==> src/rtl/softmax_out_writer.sv <==
// Packs softmax results PACK-wide into memory words, buffers them in a small FIFO
// (the softmax pipeline never stalls) and writes them out with a ready/valid handshake.
module softmax_out_writer #(
   parameter int DATAWIDTH    = 16,
   parameter int PACK         = 4,
   parameter int FIFO_DEPTH   = 4,
   parameter int OUT_ADDRSIZE = 4
) (
   input  logic                          clk,
   input  logic                          reset,
   input  logic                          init,
   input  logic [OUT_ADDRSIZE-1:0]       out_start_addr,
   input  logic                          in_valid,
   input  logic [DATAWIDTH-1:0]          in_data,
   input  logic                          flush,
   output logic                          mem_we,
   input  logic                          mem_ready,
   output logic [OUT_ADDRSIZE-1:0]       mem_waddr,
   output logic [DATAWIDTH*PACK-1:0]     mem_wdata,
   output logic                          busy,
   output logic                          finished,
   output logic                          overflow,
   output logic [OUT_ADDRSIZE:0]         words_written
);

   localparam int WORD_W = DATAWIDTH * PACK;
   localparam int LANE_W = (PACK > 1) ? $clog2(PACK) : 1;
   localparam int PTR_W  = $clog2(FIFO_DEPTH);
   localparam int CNT_W  = PTR_W + 1;

   typedef enum logic [1:0] {IDLE, RUN, DRAIN} state_t;

   state_t              state_reg;
   logic [LANE_W-1:0]   lane_cnt_reg;
   logic [LANE_W-1:0]   lane_inc;
   logic [LANE_W-1:0]   lane_cnt_next;
   logic [WORD_W-1:0]   pack_reg;
   logic [WORD_W-1:0]   pack_word;
   logic [WORD_W-1:0]   fifo_mem [FIFO_DEPTH];
   logic [PTR_W-1:0]    rd_ptr_reg;
   logic [PTR_W-1:0]    wr_ptr_reg;
   logic [CNT_W-1:0]    count_reg;
   logic [CNT_W-1:0]    count_next;
   logic [WORD_W-1:0]   head_next;

   logic take;
   logic last_lane;
   logic full_push;
   logic flush_push;
   logic push_req;
   logic push_ok;
   logic pop;

   assign take      = in_valid && (state_reg == RUN) && !init;
   assign last_lane = (lane_cnt_reg == LANE_W'(PACK - 1));

   // Current pack contents with this cycle's result already merged into its lane.
   generate
      for (genvar gi = 0; gi < PACK; gi++) begin : g_lane
         assign pack_word[gi*DATAWIDTH +: DATAWIDTH] =
            (take && (lane_cnt_reg == LANE_W'(gi))) ? in_data
                                                    : pack_reg[gi*DATAWIDTH +: DATAWIDTH];
      end
   endgenerate

   always_comb begin
      lane_inc = lane_cnt_reg;
      if (take) begin
         lane_inc = last_lane ? '0 : lane_cnt_reg + 1'b1;
      end
      full_push     = take && last_lane;
      flush_push    = (state_reg == RUN) && flush && !init && (lane_inc != '0);
      push_req      = full_push || flush_push;
      lane_cnt_next = push_req ? '0 : lane_inc;
      pop           = mem_we && mem_ready;
      // A simultaneous pop frees a slot, so a full FIFO can still accept the push.
      push_ok       = push_req && ((count_reg != CNT_W'(FIFO_DEPTH)) || pop);
      count_next    = count_reg + CNT_W'(push_ok) - CNT_W'(pop);
      if ((count_reg - CNT_W'(pop)) == '0) begin
         head_next = pack_word;
      end else begin
         head_next = fifo_mem[rd_ptr_reg + PTR_W'(pop)];
      end
   end

   always_ff @(posedge clk) begin
      if (push_ok) begin
         fifo_mem[wr_ptr_reg] <= pack_word;
      end
   end

   always_ff @(posedge clk or negedge reset) begin
      if (!reset) begin
         state_reg     <= IDLE;
         lane_cnt_reg  <= '0;
         pack_reg      <= '0;
         rd_ptr_reg    <= '0;
         wr_ptr_reg    <= '0;
         count_reg     <= '0;
         mem_we        <= 1'b0;
         mem_waddr     <= '0;
         mem_wdata     <= '0;
         busy          <= 1'b0;
         finished      <= 1'b0;
         overflow      <= 1'b0;
         words_written <= '0;
      end else if (init) begin
         state_reg     <= RUN;
         lane_cnt_reg  <= '0;
         pack_reg      <= '0;
         rd_ptr_reg    <= '0;
         wr_ptr_reg    <= '0;
         count_reg     <= '0;
         mem_we        <= 1'b0;
         mem_waddr     <= out_start_addr;
         mem_wdata     <= '0;
         busy          <= 1'b1;
         finished      <= 1'b0;
         overflow      <= 1'b0;
         words_written <= '0;
      end else begin
         finished     <= 1'b0;
         lane_cnt_reg <= lane_cnt_next;
         if (push_req) begin
            pack_reg <= '0;
         end else if (take) begin
            pack_reg <= pack_word;
         end
         if (push_ok) begin
            wr_ptr_reg <= wr_ptr_reg + 1'b1;
         end
         if (push_req && !push_ok) begin
            overflow <= 1'b1;
         end
         if (pop) begin
            rd_ptr_reg <= rd_ptr_reg + 1'b1;
            mem_waddr  <= mem_waddr + 1'b1;
            if (words_written != '1) begin
               words_written <= words_written + 1'b1;
            end
         end
         count_reg <= count_next;
         mem_we    <= (count_next != '0);
         if (count_next != '0) begin
            mem_wdata <= head_next;
         end
         case (state_reg)
            RUN: begin
               if (flush) begin
                  state_reg <= DRAIN;
               end
            end
            DRAIN: begin
               if (count_next == '0) begin
                  state_reg <= IDLE;
                  busy      <= 1'b0;
                  finished  <= 1'b1;
               end
            end
            default: state_reg <= IDLE;
         endcase
      end
   end

endmodule
==> config.mk <==
export PLATFORM = sky130hd
export DESIGN_NAME = softmax_out_writer
export DESIGN_NICKNAME = d
export VERILOG_FILES = /design/src/rtl/softmax_out_writer.sv
export SDC_FILE = /design/constraint.sdc
export NUM_CORES = 1
export LEC_CHECK = 0
export ABC_AREA = 1
export CAP_MARGIN = 20
export CORE_ASPECT_RATIO = 0.6
export CORE_MARGIN = 3
export CORE_UTILIZATION = 55
export CTS_CLUSTER_DIAMETER = 40
export DETAILED_ROUTE_END_ITERATION = 10
export PLACE_DENSITY = 0.81
export SYNTH_ARGS = -nofsm -noshare
export SYNTH_HDL_FRONTEND = slang
export SYNTH_SLANG_ARGS = --single-unit
==> constraint.sdc <==
create_clock -name clk -period 10.3 [get_ports clk]
set_input_delay 2.06 -clock clk [delete_from_list [all_inputs] [get_ports clk]]
set_output_delay 2.06 -clock clk [all_outputs]
set_load 0.1 [all_outputs]
* Word level (Yosys, flattened, before mapping)
Memory sizes are Yosys's and may differ from the RTL's.
Cells that the tools add are included.
** Operators by class
- Multiplexer cells :: 39
- $add $sub $neg :: 9
- Equal/unequal tests :: 9
- Reductions and logical operators :: 32
** Operators with widths (number)
- 64-bit 2-to-1 mux :: 6
- 16-bit 2-to-1 mux :: 4
- 2-bit 2-to-1 mux :: 11
- 2-bit nonzero test :: 8
- 5-bit 2-to-1 mux :: 3
- 1-bit logical AND :: 12
- 1-bit 2-to-1 mux :: 11
- 3-bit != test (second input constant) :: 3
- 4-bit 2-to-1 mux :: 2
- 2-bit by 1-bit adder with 2-bit output (second input constant) :: 3
- 2-bit equality test (second input constant) :: 3
- 3-bit zero test :: 2
- 2-bit AND reduction :: 3
- 3-bit nonzero test :: 2
- 3-bit by 1-bit subtractor with 3-bit output :: 2
- 5-bit by 1-bit adder with 5-bit output (second input constant) :: 1
- 5-bit != test (second input constant) :: 1
- 4-bit by 1-bit adder with 4-bit output (second input constant) :: 1
- 2-bit by 1-bit equality test with 1-bit output (second input constant) :: 2
- 2-bit one-hot mux with 2 select lines :: 1
- 3-bit by 1-bit adder with 3-bit output :: 1
- 3-bit 2-to-1 mux :: 1
- 2-bit by 1-bit adder with 2-bit output :: 1
- 1-bit zero test :: 2
- 2 further kinds :: 3
** Storage, ports and cells
- Register bits :: 152
- Logic and storage cells :: 103
- RAM bits :: 256
- Memories :: 1
- Bits of input ports :: 26
** Memories
- fifo_mem :: words 4, bits a word 64, rd ports 1, clocked after Yosys merged registers in 0, write ports 1, line 39 : logic [WORD_W-1:0] fifo_mem [FIFO_DEPTH];

* Logic depth before layout (Yosys ltp)
- Word-level depth :: 14
- Mapped depth :: 21
- Mapped depth without buffers :: 19

* Worst setup path after synthesis
Ideal clock, no wire load.
- Path type :: input-to-reg
- From :: input init
- To :: memory fifo_mem[0][0] (netlist bit), enable pin
- Library setup time :: 487 ps
- Arrival time :: 5575 ps
- Path slack :: 4239 ps
- Cell stages on the path :: 10
- Path through :: buf_4 -> inv_2 -> nand4_1 -> nand2_1 -> nand2_1 -> nand2_1 -> nand2_2 -> nand2_4 -> nand2_1 -> nor2_1
** Between the ends
- Longest elaborated chain between the ends :: 9
- Elaborated cells between the ends (all ways) :: 11
** Ends and longest elaborated chain
- start, declared :: line 11 : input logic init,
- 1-bit zero test * :: line 54, 72
- 1-bit logical AND :: line 54 : assign take = in_valid && (state_reg == RUN) && !init;
- 2-bit 2-to-1 mux :: line 68 : if (take) begin
- 2-bit nonzero test :: line 72 : flush_push = (state_reg == RUN) && flush && !init && (lane_inc != '0);
- 1-bit logical AND :: line 72
- 1-bit logical OR * :: line 73 : push_req = full_push || flush_push;
- 1-bit logical AND * :: line 77 : push_ok = push_req && ((count_reg != CNT_W'(FIFO_DEPTH)) || pop);
- 1-bit 2-to-1 mux * :: line 87 : if (push_ok) begin
- 1-bit 2-to-1 mux (implied by the code) * :: line 88 : fifo_mem[wr_ptr_reg] <= pack_word;
- end, declared :: line 39
Mark *: on every way between the ends. The rest lies on a longest branch, timed or not.

* Worst setup path after layout
- From :: input in_valid
- To :: register mem_wdata[48]
** Between the ends
- Longest elaborated chain between the ends :: 11
- Elaborated cells between the ends (all ways) :: 16
** Ends and longest elaborated chain
- start, declared :: line 13 : input logic in_valid,
- 1-bit logical AND * (2 in a row) :: line 54
- 2-bit 2-to-1 mux :: line 68
- 2-bit nonzero test :: line 72
- 1-bit logical AND :: line 72
- 1-bit logical OR :: line 73
- 1-bit logical AND :: line 77
- 3-bit by 1-bit adder with 3-bit output :: line 78 : count_next = count_reg + CNT_W'(push_ok) - CNT_W'(pop);
- 3-bit by 1-bit subtractor with 3-bit output :: line 78
- 3-bit nonzero test :: line 144 : if (count_next != '0) begin
- 2-bit nonzero test (no source line)
- end signal, assigned :: line 145 : mem_wdata <= head_next;
- end, declared :: line 19 : output logic [DATAWIDTH*PACK-1:0] mem_wdata,
Mark *: on every way between the ends. The rest lies on a longest branch, timed or not. The select of a mux whose other input is x is not followed.
A chain may end at the register's enable or synchronous reset.

==> impl_metrics.yaml <==
finish:
  antennaDiodeCount: 0
  fin_area_mm2: 0.01974
  layout-drive-gt1-share_pct: 6.419
  area_growth_pct: 14.42
  instances_no_fill: 1997
  final_nets: 1601
  largest_register_ffs: 256
routing:
  met1_length_um: 18040
  top_layer: "met4"
  first_iter_violations: 1348
  drc: 0
  wl_per_cell_um: 20.18
  ant_nets: 0
  dr_wl_met3_um: 2858
  dr_total_vias: 11280
  via_per_inst: 5.649
  dr_wl_met2_um: 18490
  first_pass_iters: 7
  wl_um: 40300
clock_network:
  post_cts_resized: 0
  path_clk_slew_ns: 0.06
  clock-sinks: 408
  cts_buffers: 38
  clockBufferDepth: 3
  post-cts-setup-buffer-count: 0
  hold_buffers: 0
  cts_tree: "done"
  htreeDepth: 2
  clkLatencyLatePin_ns: 0.54
  cts_root_buffer: "clkbuf_16"
timing:
  slew_violations: 0
  max-slew-margin-rel_pct: 31.55
  clock_skew_ns: 0.01291
  finalSetupViolCount: 0
  finalCritPeriodShare_pct: 66.12
  worstMarginPinSlew_ns: 1.024
  setup-tns-final_ns: 0
  max_freq_mhz: 146.8
  finalCriticalPeriod_ns: 6.810
  hold_violations: 0
  rsz0062_at_grt: "false"
  timing.hold.ws_ns: 0.4781
die:
  die_w_um: 234.7
  rows: 49
  die-area_mm2: 0.03360
  start_util_pct: 56.74
  coreArea_mm2: 0.03041
  io_pins: 103
  die_h_um: 143.2
logic_synthesis:
  synthMuxAreaShare_pct: 3.778
  synthAdderAreaFrac_pct: 1.204
  synth_xor_area_share_pct: 0.2973
  synth.distinct_cells: 32
  synth-simple-area-share_pct: 12.91
  syn_avg_cell_area_um2: 11.56
  synth_top_family_by_area: "simple AND/OR/NAND/NOR gates"
  synth_ff_type: "edfxtp_1"
  synth_area_mm2: 0.01725
  ys_seq_area_share_pct: 66.60
  synth_edf_count: 256
  syn_nets: 1534
  ys_warn_count: 0
  syn_inst: 1492
  synth_seq_cells: 408
  synth-async-reset-ratio_pct: 37.25
  synth_compound_area_share_pct: 8.832
power:
  power.density_mw_per_mm2: 270.1
  p_leak_nw: 8.378
  p_sw_mw: 2.186
  swShare_pct: 41.00
  p_clk_share_pct: 25.8
  power_mw: 5.333
  vdd_drop_max_v: 0.0001835
  power_frac_seq_pct: 35.9
  internal-power_mw: 3.147
  comb_power_share_pct: 38.3
hold_path:
  holdCritPathClass: "reg -> reg"
  holdPathStages: 2
  min_to: "mem_wdata[32]"
  hp-start: "mem_wdata[32]"
setup_path:
  cp_slowest_stage_delay_ns: 0.77
  rr_startpoint: "state_reg[1]"
  path_max_fanout: 70
  reg2regPathDepth: 17
  start_kind: "primary input"
  path_common_cell: "nand2_1"
  cpMaxStageDelayCell: "nand2_4"
  end_kind: "register"
  reg2reg_slack_ns: 5.03
  crit_path_cell_trace: "clkdlybuf4s50_1 -> nand3_2 -> nor2_4 -> nand2_2 -> nand2_4 -> nand2_1 -> ha_1 -> inv_1 -> ha_1 -> fa_1 -> xor2_2 -> nand2_1 -> nand2_1 -> clkinv_2 -> buf_4 -> nand3_1 -> nand2_1"
  critPathTopFamily: "simple AND/OR/NAND/NOR gates"
  arrival_ns: 7.24
  path_class: "in -> reg"
  worst-path-buf-inv: 4
  timing.rr.end: "mem_wdata[48]"
  critPathRequiredTime_ns: 10.73
job:
  cap_violations: 0
global_route:
  overflow: 0
  grt_pass1_wl_um: 62350
  grt_pass1_vias: 11040
  grt_max_degree: 103
  grtUsageTotal_pct: 23.90
  antenna_found_initial: 0
outcome:
  status: "finished clean"
placed_design:
  port_buffers: 102
  post_dp_cell_area_mm2: 0.01851
  place_hpwl_um: 23800
  gp_congestion: 0.8228
  place_inst: 1926
synth_stat cells (25+ instances only):
library cell / number / area, um^2
clkbuf_1: 32 / 120.1
nand2_1: 348 / 1306
dfrtp_1: 152 / 3804
edfxtp_1: 256 / 7687
o21a_1: 64 / 480.5
nor2_1: 25 / 93.84
nand3_1: 70 / 350.3
o211ai_1: 128 / 960.9
nor3_1: 60 / 300.3
mux2i_1: 64 / 640.6
buf_2: 43 / 215.2
inv_1: 173 / 649.4
tightest hold or removal path, stage by stage (launching register included):
cell and delay [ns]:
dfrtp_1 0.34, nand2_1 0.05, nand2_1 0.05
power by group through the flow:
stage / registers, mW / clock network (mW) / logic [mW]
after floorplan: 2.52 / 0 / 0.948
after global placement: 1.94 / 0 / 1.99
after detailed placement: 1.94 / 0 / 2.04
after CTS: 1.91 / 1.39 / 2.05
after global routing: 1.93 / 1.46 / 2.20
final: 1.91 / 1.38 / 2.04
per-layer routing:
metal	vias up	track usage, %
met2	440	37.09
met1	5532	35.00
li1	5242	-
met4	0	7.720
met3	68	4.015
met5	-	0
cells in the final DEF (no fill, tap or decap), types with 10 or more instances in the layout:
cell             synthesis  final
inv_1                  173    172
nand3_1                 70     69
clkbuf_16                0     41
edfxtp_1               256    256
mux2i_1                 64     64
nand2_1                348    348
ha_1                    15     14
nor3_1                  60     60
dfrtp_1                152    152
clkdlybuf4s50_1          0    100
buf_4                    8     14
nor2_1                  25     21
o211ai_1               128    128
nor3_2                  10     10
o21a_1                  64     64
cell type report:
class	instances	area [um^2]
flip-flops and latches	408	11490
fillers	2297	10670
multi-input cells	817	4717
repair buffers	117	1150
clock buffers	49	1066
inverters	177	665.6
well taps	408	510.5
clock inverters	21	142.6
how the worst max path moves through the flow:
stage | depth (start not counted) | end | startpoint | slack, ns
after floorplan | 10 | fifo_mem[0][0] | init | 4.24
after global placement | 17 | mem_wdata[45] | init | 3.16
after detailed placement | 17 | mem_wdata[48] | init | 2.97
after CTS | 17 | mem_wdata[50] | init | 3.54
after global routing | 17 | mem_wdata[52] | init | 3.09
final | 17 | mem_wdata[48] | in_valid | 3.49
cells by family after synthesis:
kind of cell	after synthesis
muxes	65
buffers and inverters	267
adders and majority gates	16
DFF	408
xor gates and xnor gates	5
AOI/OAI and AO/OA	208
and+or+nand+nor	523
metrics by stage:
stage	util (%)	worst slack [ns]
2_1_floorplan	-	4.239
3_3_place_gp	60.86	3.158
3_5_place_dp	60.86	2.966
4_1_cts	64.83	3.538
5_1_grt	64.92	3.088
6_report	64.92	3.490
Power figures use the tool's default switching activity.
